==> src/rtl/matrix_pkg.sv <==
// Shared definitions for the LED map display: scan FSM encoding and default geometry.
package matrix_pkg;

  localparam int unsigned ROWS_DEF   = 5;
  localparam int unsigned COLS_DEF   = 7;
  localparam int unsigned ROW_ADDR_W = 3;

  typedef enum logic [1:0] {
    ST_IDLE  = 2'd0,
    ST_DRIVE = 2'd1,
    ST_BLANK = 2'd2
  } scan_state_e;

endpackage

==> src/rtl/matrix_scan_driver_if.sv <==
// Buffer write port and matrix drive outputs of the row-scanning driver.
interface matrix_scan_driver_if
  import matrix_pkg::*;
#(
  parameter int unsigned ROWS = ROWS_DEF,
  parameter int unsigned COLS = COLS_DEF
) ();

  logic                  enable;
  logic                  wr_en;
  logic [ROW_ADDR_W-1:0] wr_row;
  logic [COLS-1:0]       map_in;
  logic [ROWS-1:0]       row_n;
  logic [COLS-1:0]       col;
  logic                  sel_out;
  logic                  frame_tick;

  modport master (
    output enable, wr_en, wr_row, map_in,
    input  row_n, col, sel_out, frame_tick
  );

  modport slave (
    input  enable, wr_en, wr_row, map_in,
    output row_n, col, sel_out, frame_tick
  );

endinterface

==> src/rtl/scan_prescaler.sv <==
// Modulo-N up counter with synchronous clear and combinational terminal-count flag.
module scan_prescaler #(
  parameter int unsigned N = 2
) (
  input  logic clk,
  input  logic rst,
  input  logic i_clr,
  input  logic i_inc,
  output logic o_tc_c
);

  localparam int unsigned CW = (N > 1) ? $clog2(N) : 1;

  logic [CW-1:0] r_cnt;

  assign o_tc_c = (r_cnt == CW'(N - 1));

  always_ff @(posedge clk or posedge rst) begin
    if (rst) begin
      r_cnt <= '0;
    end else if (i_clr) begin
      r_cnt <= '0;
    end else if (i_inc) begin
      r_cnt <= o_tc_c ? '0 : r_cnt + CW'(1);
    end
  end

endmodule

==> src/rtl/matrix_scan_driver.sv <==
// Row-scanning LED matrix driver: frame buffer, row/blank scan FSM and blink select.
// Outputs are registered from the next-state decode so they track the FSM state exactly.
module matrix_scan_driver
  import matrix_pkg::*;
#(
  parameter int unsigned ROWS         = ROWS_DEF,
  parameter int unsigned COLS         = COLS_DEF,
  parameter int unsigned SCAN_DIV     = 1000,
  parameter int unsigned BLINK_FRAMES = 50
) (
  input  logic                  clk,
  input  logic                  reset,
  matrix_scan_driver_if.slave   bus
);

  localparam int unsigned RW = $clog2(ROWS);

  scan_state_e     r_state;
  scan_state_e     w_state_nxt;
  logic [RW-1:0]   r_row_idx;
  logic [RW-1:0]   w_row_nxt;
  logic [COLS-1:0] r_buf [ROWS];

  logic [ROWS-1:0] r_row_n;
  logic [COLS-1:0] r_col;
  logic            r_sel;
  logic            r_frame_tick;

  logic [ROWS-1:0] w_row_n_nxt;
  logic [COLS-1:0] w_col_nxt;
  logic            w_tick_nxt;
  logic            w_wr_hit;
  logic            w_presc_tc;
  logic            w_fcnt_tc;

  assign w_wr_hit = bus.wr_en && (32'(bus.wr_row) < ROWS);

  scan_prescaler #(.N(SCAN_DIV)) u_presc (
    .clk    (clk),
    .rst    (reset),
    .i_clr  (!bus.enable),
    .i_inc  (r_state == ST_DRIVE),
    .o_tc_c (w_presc_tc)
  );

  scan_prescaler #(.N(BLINK_FRAMES)) u_fcnt (
    .clk    (clk),
    .rst    (reset),
    .i_clr  (1'b0),
    .i_inc  (r_frame_tick),
    .o_tc_c (w_fcnt_tc)
  );

  always_ff @(posedge clk or posedge reset) begin
    if (reset) begin
      r_buf <= '{default: '0};
    end else if (w_wr_hit) begin
      r_buf[bus.wr_row[RW-1:0]] <= bus.map_in;
    end
  end

  always_ff @(posedge clk or posedge reset) begin
    if (reset) begin
      r_state   <= ST_IDLE;
      r_row_idx <= '0;
    end else begin
      r_state   <= w_state_nxt;
      r_row_idx <= w_row_nxt;
    end
  end

  // Next state plus output decode of that state; a same-edge write to the next row bypasses the buffer.
  always_comb begin
    w_state_nxt = r_state;
    w_row_nxt   = r_row_idx;
    w_row_n_nxt = '1;
    w_col_nxt   = '0;
    w_tick_nxt  = 1'b0;

    if (!bus.enable) begin
      w_state_nxt = ST_IDLE;
      w_row_nxt   = '0;
    end else begin
      case (r_state)
        ST_IDLE:  w_state_nxt = ST_DRIVE;
        ST_DRIVE: begin
          if (w_presc_tc) begin
            w_state_nxt = ST_BLANK;
            w_row_nxt   = (r_row_idx == RW'(ROWS - 1)) ? '0 : r_row_idx + RW'(1);
          end
        end
        ST_BLANK: w_state_nxt = ST_DRIVE;
        default:  w_state_nxt = ST_IDLE;
      endcase
    end

    if (w_state_nxt == ST_DRIVE) begin
      w_row_n_nxt = ~(ROWS'(1) << w_row_nxt);
      w_col_nxt   = (w_wr_hit && (32'(bus.wr_row) == 32'(w_row_nxt))) ? bus.map_in
                                                                       : r_buf[w_row_nxt];
    end
    w_tick_nxt = (w_state_nxt == ST_BLANK) && (w_row_nxt == '0);
  end

  always_ff @(posedge clk or posedge reset) begin
    if (reset) begin
      r_row_n      <= '1;
      r_col        <= '0;
      r_frame_tick <= 1'b0;
      r_sel        <= 1'b0;
    end else begin
      r_row_n      <= w_row_n_nxt;
      r_col        <= w_col_nxt;
      r_frame_tick <= w_tick_nxt;
      if (r_frame_tick && w_fcnt_tc) begin
        r_sel <= ~r_sel;
      end
    end
  end

  assign bus.row_n      = r_row_n;
  assign bus.col        = r_col;
  assign bus.sel_out    = r_sel;
  assign bus.frame_tick = r_frame_tick;

endmodule
==> src/flat_wrapper.sv <==
// flat-port wrapper written by rule: the top's interface ports become plain ports
module matrix_scan_driver_flat import matrix_pkg::*;
#(
  parameter int unsigned ROWS         = ROWS_DEF,
  parameter int unsigned COLS         = COLS_DEF,
  parameter int unsigned SCAN_DIV     = 1000,
  parameter int unsigned BLINK_FRAMES = 50
)
  (clk, reset, bus_enable, bus_wr_en, bus_wr_row, bus_map_in, bus_row_n, bus_col, bus_sel_out, bus_frame_tick);
  matrix_scan_driver_if #(.ROWS(ROWS), .COLS(COLS)) bus_i ();
  input  logic clk;
  input  logic reset;
  input wire logic [$bits(bus_i.enable)-1:0] bus_enable;
  input wire logic [$bits(bus_i.wr_en)-1:0] bus_wr_en;
  input wire logic [$bits(bus_i.wr_row)-1:0] bus_wr_row;
  input wire logic [$bits(bus_i.map_in)-1:0] bus_map_in;
  output wire logic [$bits(bus_i.row_n)-1:0] bus_row_n;
  output wire logic [$bits(bus_i.col)-1:0] bus_col;
  output wire logic [$bits(bus_i.sel_out)-1:0] bus_sel_out;
  output wire logic [$bits(bus_i.frame_tick)-1:0] bus_frame_tick;
  assign bus_i.enable = bus_enable;
  assign bus_i.wr_en = bus_wr_en;
  assign bus_i.wr_row = bus_wr_row;
  assign bus_i.map_in = bus_map_in;
  assign bus_row_n = bus_i.row_n;
  assign bus_col = bus_i.col;
  assign bus_sel_out = bus_i.sel_out;
  assign bus_frame_tick = bus_i.frame_tick;
  matrix_scan_driver #(.ROWS(ROWS), .COLS(COLS), .SCAN_DIV(SCAN_DIV), .BLINK_FRAMES(BLINK_FRAMES)) u_core (.clk(clk), .reset(reset), .bus(bus_i));
endmodule
==> config.mk <==
export PLATFORM = sky130hd
export DESIGN_NAME = matrix_scan_driver_flat
export DESIGN_NICKNAME = d
export VERILOG_FILES = /design/src/rtl/matrix_pkg.sv /design/src/rtl/matrix_scan_driver_if.sv /design/src/rtl/scan_prescaler.sv /design/src/rtl/matrix_scan_driver.sv /design/src/flat_wrapper.sv
export SDC_FILE = /design/constraint.sdc
export NUM_CORES = 1
export LEC_CHECK = 0
export BUFFER_PORTS_ARGS = -buffer_cell sky130_fd_sc_hd__buf_2
export CORE_ASPECT_RATIO = 0.5
export CORE_MARGIN = 2
export CORE_UTILIZATION = 50
export CTS_BUF_LIST = sky130_fd_sc_hd__clkbuf_4 sky130_fd_sc_hd__clkbuf_8 sky130_fd_sc_hd__clkbuf_16
export CTS_CLUSTER_DIAMETER = 150
export DETAILED_ROUTE_END_ITERATION = 7
export PLACE_DENSITY = 0.7
export SYNTH_ARGS = -nofsm -noshare
export SYNTH_HDL_FRONTEND = slang
export SYNTH_SLANG_ARGS = --single-unit
==> constraint.sdc <==
create_clock -name clk -period 5.7 [get_ports clk]
set_clock_uncertainty 0.1 [all_clocks]
set_input_delay 0.57 -clock clk [delete_from_list [all_inputs] [get_ports clk]]
set_output_delay 0.57 -clock clk [all_outputs]
set_load 0.05 [all_outputs]
==> impl_metrics.yaml, run 1 <==
drt:
  drc: 0
  viasPerCell: 5.70
  via_count: 2479
  drt_iter0_drc: 131
  met2_wirelength_um: 3380
  firstDrtPassIters: 4
  ant_nets: 0
  wl_met1_um: 3370
  met3_length_um: 426
  top_layer_used: "met4"
  drt_wl_total_um: 7290
  wl_per_cell_um: 16.8
clock_network:
  post-cts-setup-buffers: 0
  cts.sinks: 70
  hold_buffers: 0
  clk-insertion-delay-late_ns: 0.33
  clk_path_buf_depth: 2
  cts_resized: 0
  cts-root-buf: "clkbuf_16"
  cts_tree: "done"
  clk_pin_slew_ns: 0.06
  htree_levels: 3
  cts_inserted_buffers: 9
timing:
  fin_crit_sh_pct: 58.5
  tightest_slew_ns: 1.14
  fmax_mhz: 300
  holdWs_ns: 0.390
  fin_tns_setup_ns: 0
  fin_ws_ns: 2.36
  fin_crit_ns: 3.34
  drv_slew: 0
  hold_violations: 0
  setup_viol: 0
  slew-limit-headroom_pct: 23.4
  rsz0062_at_grt: "false"
setup_path:
  worstSetupPathType: "reg -> reg"
  worstPathRequired_ns: 5.78
  rr_worst_depth: 6
  crit_path_end: "u_core.bus.col[4]$_DFF_PP0_"
  cp-end-kind: "register"
  r2r_start: "u_core.u_presc.r_cnt[6]$_DFFE_PP0P_"
  crit_start: "u_core.u_presc.r_cnt[6]$_DFFE_PP0P_"
  r2r-end: "u_core.bus.col[4]$_DFF_PP0_"
  worstPathArrival_ns: 3.42
  worstPathMaxFanout: 13
  start_kind: "register"
  r2r_slack_ns: 2.36
grt:
  overflow: 0
  antenna_found_initial: 0
  grt.total_usage_pct: 21.5
  grt_max_degree: 71
  grt_pass1_wl_um: 12400
  first_global_vias: 2486
synth:
  synth_top_area_share_pct: 47.1
  synth_top_family_by_area: "compound AO/OA/AOI/OAI gates"
  ys_ff_latch: 70
  synth_area_leaders: "dfrtp_1 (47%), mux2_2 (9.5%), dfstp_2 (3.8%)"
  synth_xor_area_share_pct: 2.28
  yosys.area_share.simple_pct: 14.1
  synth_commonest_cells: "dfrtp_1 (65), nand2_1 (30), mux2_2 (29)"
  syn-num-nets: 327
  synth_edf_count: 0
  ys_seq_area_share_pct: 50.9
  syn-mean-instance-area_sq_um: 11.2
  async_flop_share_pct: 100
  synth_top_cell_by_area: "dfrtp_1"
  synth_fa_ha_area_share_pct: 1.81
  syn_inst: 308
  ys_types: 54
  post_synth_mux_area_share_pct: 11.4
  ys.flop_type: "dfrtp_1"
  synth_warnings: 0
  syn_area_sq_um: 3450
  synth_most_common_cell: "dfrtp_1"
  synth_compound_gate_area_share_pct: 15.4
floorplan:
  num_io_pins: 28
  rows: 21
  start_util_pct: 51.7
  die_area_sq_um: 7630
  core_region_area_sq_um: 6670
  die-height_um: 62.8
  die_w_um: 122
layout:
  fin_area_sq_um: 3950
  n_antenna_cell: 0
  fillers: 546
  drive_gt1_share_pct: 27.7
  area_growth_pct: 14.3
  layout.nets: 357
placed_design:
  place_ws_ns: 2.43
  place_area_sq_um: 3660
  gp_congestion: 0.848
  dp_hpwl_um: 5050
  io_buffer_count: 27
pwr:
  intPower_uw: 954
  power_leakage_uw: 0.00170
  net-switching-power_uw: 321
  p_comb_share_pct: 12.3
  powerDensity_nw_per_um2: 323
  p_seq_share_pct: 46.4
  total_power_uw: 1270
  switching_share_pct: 25.2
  ir_worst_vdd_mv: 0.210
  power_frac_clock_pct: 41.3
outcome:
  status: "complete, no violations"
hold_path:
  hold_path_depth: 1
  worstHoldPathType: "reg -> reg"
flow_run:
  maxCapViolCount: 0
[how the worst min path moves through the flow]
stage,start,to
after floorplan,u_core.u_presc.r_cnt[9]$_DFFE_PP0P_,u_core.u_presc.r_cnt[9]$_DFFE_PP0P_
after global placement,u_core.bus.sel_out$_DFFE_PP0P_,u_core.bus.sel_out$_DFFE_PP0P_
after detailed placement,u_core.bus.sel_out$_DFFE_PP0P_,u_core.bus.sel_out$_DFFE_PP0P_
after CTS,u_core.bus.sel_out$_DFFE_PP0P_,u_core.bus.sel_out$_DFFE_PP0P_
after global routing,u_core.r_buf[12]$_DFFE_PP0P_,u_core.r_buf[12]$_DFFE_PP0P_
final,u_core.bus.sel_out$_DFFE_PP0P_,u_core.bus.sel_out$_DFFE_PP0P_
[through the flow]
stage | instances | util [%]
after floorplan | 308 | -
after global placement | 419 | 54.8
after detailed placement | 419 | 54.8
after CTS | 435 | 59.1
after global routing | 435 | 59.1
final | 435 | 59.1
[area by class of cell]
| class | count | area (sq um) | area share [%] |
|---|---|---|---|
| sequential | 70 | 1760 | 44.5 |
| clock buffer | 13 | 268 | 6.79 |
| inverter | 21 | 81.3 | 2.06 |
| multi-input combinational | 207 | 1560 | 39.4 |
| tap | 92 | 115 | 2.92 |
| timing repair buffer | 29 | 150 | 3.80 |
| clock inverter | 3 | 18.8 | 0.476 |
[layer usage]
| layer | vias up | GRT usage (%) |
|---|---|---|
| met3 | 13 | 7.94 |
| met2 | 61 | 32.5 |
| met5 | - | 0 |
| met4 | 0 | 7.47 |
| li1 | 1192 | - |
| met1 | 1213 | 28.7 |
[kinds of logic after synthesis]
kind of cell             count (synthesis)
AND/OR/NAND/NOR                         90
AO/OA/AOI/OAI                           71
flip-flops                              70
multiplexers                            32
buffers and inverters                   31
XOR/XNOR                                 9
adder cells (fa/ha/maj)                  5
[state kept, by name, summed over array words and instances (netlist names)]
name	count
u_core.u_fcnt.r_cnt	6
u_core.bus.frame_tick	1
u_core.r_buf	35
u_core.bus.sel_out	1
u_core.bus.row_n	5
u_core.bus.col	7
u_core.r_state	2
u_core.r_row_idx	3
u_core.u_presc.r_cnt	10
[power groups by stage]
| stage | logic, uW | clock network [uW] | registers [uW] |
|---|---|---|---|
| final | 156 | 527 | 592 |
| after floorplan | 94.2 | 0 | 614 |
| after global placement | 153 | 0 | 595 |
| after global routing | 172 | 563 | 598 |
| after detailed placement | 157 | 0 | 598 |
| after CTS | 158 | 535 | 590 |
[worst max-delay path, stage by stage, from the launching register on]
cell and delay, ns:
dfrtp_1 0.41, nand4_1 0.50, or3_1 0.65, o22a_4 0.28, or4_1 0.63, a2111oi_0 0.50, a211oi_1 0.10
[placed cells by master, fill, tap and decap left out, drive strengths merged, types with 4 or more instances in the layout]
cell type / synthesis / final
a21oi: 8 / 8
mux2: 29 / 29
clkinv: 1 / 4
nor4: 4 / 4
nand4: 4 / 4
nor2: 16 / 16
a2111oi: 7 / 7
or3: 4 / 4
a211oi: 7 / 7
o21ai: 18 / 18
ha: 5 / 5
xnor2: 4 / 4
o311a: 5 / 5
clkbuf: 4 / 13
nor3: 8 / 8
inv: 20 / 20
dfstp: 5 / 5
xor2: 5 / 5
nand2: 30 / 30
o211ai: 4 / 4
buf: 6 / 29
a211o: 5 / 5
nand3: 6 / 6
a41oi: 4 / 4
dfrtp: 65 / 65
(Power assumes the default switching activity.)
==> run 2, diff against run 1 <==
- PLACE_DENSITY: 0.7 -> 0.73
- clock period: 5.7 -> 2.9 ns (I/O delays scaled with it)
==> run 2 against run 1 <==
Compared with the run above: sequential cell count unchanged; first-iteration DRC count increased by 51%; via count rose by 12%; critical endpoint is now u_core.bus.col[1]$_DFF_PP0_; critical path type unchanged; highest routed layer unchanged.
==> impl_metrics.yaml, run 2 (same netlist as run 1, synthesis figures left out) <==
grt:
  grt.total_usage_pct: 22.8
  grt_max_degree: 71
  antenna_found_initial: 0
  grt_pass1_wl_um: 13200
  first_global_vias: 2655
  overflow: 0
layout:
  stdcell_count: 467
  final_common_cell: "dfrtp_1"
  drive_gt1_share_pct: 37.1
  layout_common_cells: "dfrtp_1 (65), nand2_1 (30), buf_4 (30)"
  largest_reg_flops: 35
  n_antenna_cell: 0
  top_register: "u_core.r_buf"
  layout.nets: 389
  area_growth_pct: 26.6
timing:
  fin_crit_ns: 2.83
  slew-limit-headroom_pct: 38.8
  fin_crit_sh_pct: 97.5
  holdWs_ns: 0.175
  fin_ws_ns: 0.0714
  setup_viol: 0
  hold_violations: 0
  tightest_slew_ns: 0.912
  drv_slew: 0
  fmax_mhz: 354
floorplan:
  start_util_pct: 51.7
  num_io_pins: 28
  die_w_um: 122
  core_region_area_sq_um: 6670
  die_area_sq_um: 7630
  rows: 21
  die-height_um: 62.8
setup_path:
  critical_path_buf_inv_count: 2
  worstPathRequired_ns: 2.97
  worstPathArrival_ns: 2.90
  cp_top_family: "simple AND/OR/NAND/NOR gates"
  cp_slowest_cell: "or4_4"
  worstSetupPathType: "reg -> reg"
  cpPeakStageDelay_ns: 0.51
  path_cells: "or3b_4 -> nor4_4 -> o22a_4 -> buf_6 -> inv_4 -> or4_4 -> a2111oi_1 -> a211oi_1"
  start_kind: "register"
  worstPathMaxFanout: 8
  cp-end-kind: "register"
drt:
  ant_nets: 0
  firstDrtPassIters: 5
  wl_per_cell_um: 17.9
  drc: 0
  via_count: 2768
  viasPerCell: 5.93
  drt_wl_total_um: 8370
  drt_iter0_drc: 198
outcome:
  status: "complete, no violations"
clock_network:
  cts-root-buf: "clkbuf_16"
  clk_path_buf_depth: 2
  cts_inserted_buffers: 9
  clk-insertion-delay-late_ns: 0.33
  cts.sinks: 70
  clk_pin_slew_ns: 0.06
  cts_tree: "done"
  htree_levels: 3
placed_design:
  place_ws_ns: 0.0292
  dp.cells: 440
  gp_congestion: 0.932
  io_buffer_count: 27
  dp_hpwl_um: 5620
pwr:
  powerDensity_nw_per_um2: 634
  ir_worst_vdd_mv: 0.493
  power_leakage_uw: 0.00190
hold_path:
  worstHoldPathType: "in -> reg"
flow_run:
  maxCapViolCount: 0
[run 2: through the flow]
step           power [uW]  instance area (sq um)  util, %  setup TNS (ns)
4_1_cts              2760                   4200     62.9        -0.00258
2_1_floorplan        1390                   3460        -               0
5_1_grt              2870                   4370     65.5         -0.0829
3_5_place_dp         1500                   3840     57.5               0
3_3_place_gp         1470                   3840     57.5               0
6_report             2770                   4370     65.5               0
[run 2: power by group]
part	total, uW	switching, uW	internal [uW]
sequential	1170	67.2	1100
clock	1260	421	842
combinational	340	196	144
[run 2: routing by layer]
layer	GRT usage [%]	vias up	routed length [um]	share of wire (%)
li1	-	1267	-	-
met1	28.7	1376	3450	41
met2	37.4	112	4140	49
met3	8.21	13	605	7.2
met4	6.47	0	172	2.1
met5	0	-	0	0
[run 2: repair_timing]
item                       in CTS  in global routing
pin swaps                       0                 10
hold buffers                    1                  0
hold endpoints to repair       65                  0
gates resized for setup         1                 23
setup buffers                   0                 10
setup endpoints to repair       2                  7
[run 2: area by class of cell]
cell class / count / area [sq um]
clock buffer: 9 / 225
clock inverter: 7 / 120
fill: 508 / 2300
inverter: 21 / 81.3
multi-input combinational: 207 / 1660
sequential: 70 / 1760
tap: 92 / 115
timing repair buffer: 61 / 413
[run 2: path summary, 6_finish.rpt]
check,start,cells past startpoint,slack [ns],endpoint
hold / removal,bus_map_in[3],2,0.18,u_core.r_buf[3]$_DFFE_PP0P_
hold reg to reg,u_core.bus.sel_out$_DFFE_PP0P_,1,0.37,u_core.bus.sel_out$_DFFE_PP0P_
min in group asynchronous,reset,4,0.46,u_core.u_presc.r_cnt[2]$_DFFE_PP0P_
setup / recovery,u_core.u_presc.r_cnt[4]$_DFFE_PP0P_,8,0.07,u_core.bus.col[1]$_DFF_PP0_
max in group asynchronous,reset,4,1.90,u_core.bus.row_n[0]$_DFF_PP1_
setup reg to reg,u_core.u_presc.r_cnt[4]$_DFFE_PP0P_,8,0.07,u_core.bus.col[1]$_DFF_PP0_
==> run 3, diff against run 2 <==
- CORE_MARGIN: 2 -> unset
==> run 3 against run 2 <==
Compared with the run above: the flow now finishes with violations (setup timing); sequential cell count unchanged; design area is 3.5% lower; register-to-register slack worse by 0.08 ns; hold slack got worse by 0.019 ns; highest routed layer unchanged.
==> impl_metrics.yaml, run 3 (same netlist as run 1, synthesis figures left out) <==
outcome:
  status: "finished with violations"
  violations: "setup timing"
layout:
  stdcell_count: 452
  fin_area_sq_um: 4220
  top_register: "u_core.r_buf"
  layout_common_cells: "dfrtp_1 (65), nand2_1 (30), mux2_2 (29)"
  drive_gt1_share_pct: 34.6
  layout.nets: 379
  largest_reg_flops: 35
  n_antenna_cell: 0
  area_growth_pct: 22.3
  final_common_cell: "dfrtp_1"
  fin_util_pct: 66.4
timing:
  tightest_slew_ns: 0.841
  slew-limit-headroom_pct: 43.6
  fin_ws_ns: -0.00840
  fin_crit_ns: 2.91
  fin_tns_setup_ns: -0.0122
  hold_violations: 0
  fmax_mhz: 344
  drv_slew: 0
  setup_viol: 2
  fin_crit_sh_pct: 100
  rsz0062_at_grt: "true"
grt:
  grt_pass1_wl_um: 12100
  first_global_vias: 2463
  overflow: 0
  grt.total_usage_pct: 22.6
  grt_max_degree: 47
  antenna_found_initial: 0
drt:
  top_layer_used: "met4"
  firstDrtPassIters: 4
  viasPerCell: 5.91
  met3_length_um: 477
  ant_nets: 0
  drt_iter0_drc: 195
  met2_wirelength_um: 3590
  drt_wl_total_um: 7570
  wl_per_cell_um: 16.7
  wl_met1_um: 3390
  via_count: 2673
  drc: 0
setup_path:
  critical_path_buf_inv_count: 1
  r2r_slack_ns: -0.008
  cp_top_family: "compound AO/OA/AOI/OAI gates"
  worstPathMaxFanout: 8
  cp_slowest_cell: "or4_4"
  cp-end-kind: "register"
  worstPathRequired_ns: 3.03
  start_kind: "register"
  cpPeakStageDelay_ns: 0.51
  worstSetupPathType: "reg -> reg"
  path_cells: "or3b_4 -> buf_6 -> o311a_4 -> o21a_1 -> or4_4 -> a211o_4 -> a211oi_2"
  worstPathArrival_ns: 3.04
floorplan:
  die-height_um: 60.8
  core_region_area_sq_um: 6360
  die_w_um: 120
  rows: 20
  die_area_sq_um: 7260
  start_util_pct: 54.3
  num_io_pins: 28
placed_design:
  dp.cells: 435
  place_area_sq_um: 3810
  gp_congestion: 0.865
  io_buffer_count: 27
  dp_hpwl_um: 5320
clock_network:
  cts_tree: "done"
  clk_path_buf_depth: 2
  cts-root-buf: "clkbuf_16"
  cts.sinks: 70
  clk-insertion-delay-late_ns: 0.34
  clk_pin_slew_ns: 0.05
  cts_inserted_buffers: 9
  htree_levels: 3
pwr:
  p_comb_share_pct: 12.6
  intPower_uw: 1960
  p_seq_share_pct: 44.9
  power_leakage_uw: 0.00184
  switching_share_pct: 24.6
  net-switching-power_uw: 637
  power_frac_clock_pct: 42.4
  powerDensity_nw_per_um2: 615
  ir_worst_vdd_mv: 0.440
hold_path:
  worstHoldPathType: "in -> reg"
flow_run:
  maxCapViolCount: 0
[run 3: cell types whose count changed in the layout (fill, tap and decap cells not counted), moves of 2 or more]
cell,before,now
buf_4,30,22
a2111oi_1,4,1
a2111oi_0,0,2
a211oi_1,2,4
a211oi_2,5,3
bufinv_16,3,1
clkbuf_8,0,2
[run 3: stage by stage]
| stage | hold WS, ns | total power, uW | setup WS, ns |
|---|---|---|---|
| floorplan | 0.307 | 1390 | 0.0579 |
| finish | 0.156 | 2590 | -0.00840 |
| global route | 0.163 | 2700 | -0.0682 |
| CTS | 0.146 | 2600 | 0.0289 |
| global placement | 0.250 | 1470 | 0.0728 |
| detailed placement | 0.259 | 1490 | -0.0266 |
[run 3: routing by layer]
layer	GRT usage [%]	vias up
met5	0	-
met4	7.32	0
met3	9.59	16
met2	37.2	82
met1	27.8	1335
li1	-	1240
[run 3: worst register-to-register path, delay by kind of cell (launching register included)]
kind / cells / cell delay (ns)
buffers and inverters: 1 / 0.16
flip-flops: 1 / 0.37
AO/OA/AOI/OAI: 4 / 1.23
AND/OR/NAND/NOR: 2 / 0.95
[run 3: timing repair]
action / in CTS / in global routing
hold endpoints to repair: 20 / 0
hold buffers: 1 / 0
setup endpoints to repair: 5 / 7
resized for setup: 3 / 16
buffers inserted: 0 / 1
cloned: 0 / 0
pin swaps: 0 / 1
[run 3: power groups by stage]
stage / Clock [uW] / Combinational [uW] / Sequential [uW]
floorplan: 0 / 185 / 1210
global placement: 0 / 302 / 1170
detailed placement: 0 / 311 / 1180
CTS: 1130 / 316 / 1160
global route: 1160 / 359 / 1180
finish: 1100 / 328 / 1170
[run 3: cell type report]
class                           count  area (sq um)
Tap cell                           88           110
Multi-Input combinational cell    207          1650
Timing Repair Buffer               51           322
Sequential cell                    70          1760
Clock buffer                       12           260
Fill cell                         467          2140
Clock inverter                      3          43.8
Inverter                           21          81.3
[run 3: final timing paths]
path	start	end	cells after the start
worst min-delay path	bus_map_in[1]	u_core.r_buf[29]$_DFFE_PP0P_	3
min in group asynchronous	reset	u_core.u_fcnt.r_cnt[1]$_DFFE_PP0P_	4
worst max-delay path	u_core.u_presc.r_cnt[3]$_DFFE_PP0P_	u_core.bus.col[5]$_DFF_PP0_	7
worst min register to register	u_core.bus.sel_out$_DFFE_PP0P_	u_core.bus.sel_out$_DFFE_PP0P_	1
worst max register to register	u_core.u_presc.r_cnt[3]$_DFFE_PP0P_	u_core.bus.col[5]$_DFF_PP0_	7
max in group asynchronous	reset	u_core.r_buf[5]$_DFFE_PP0P_	4
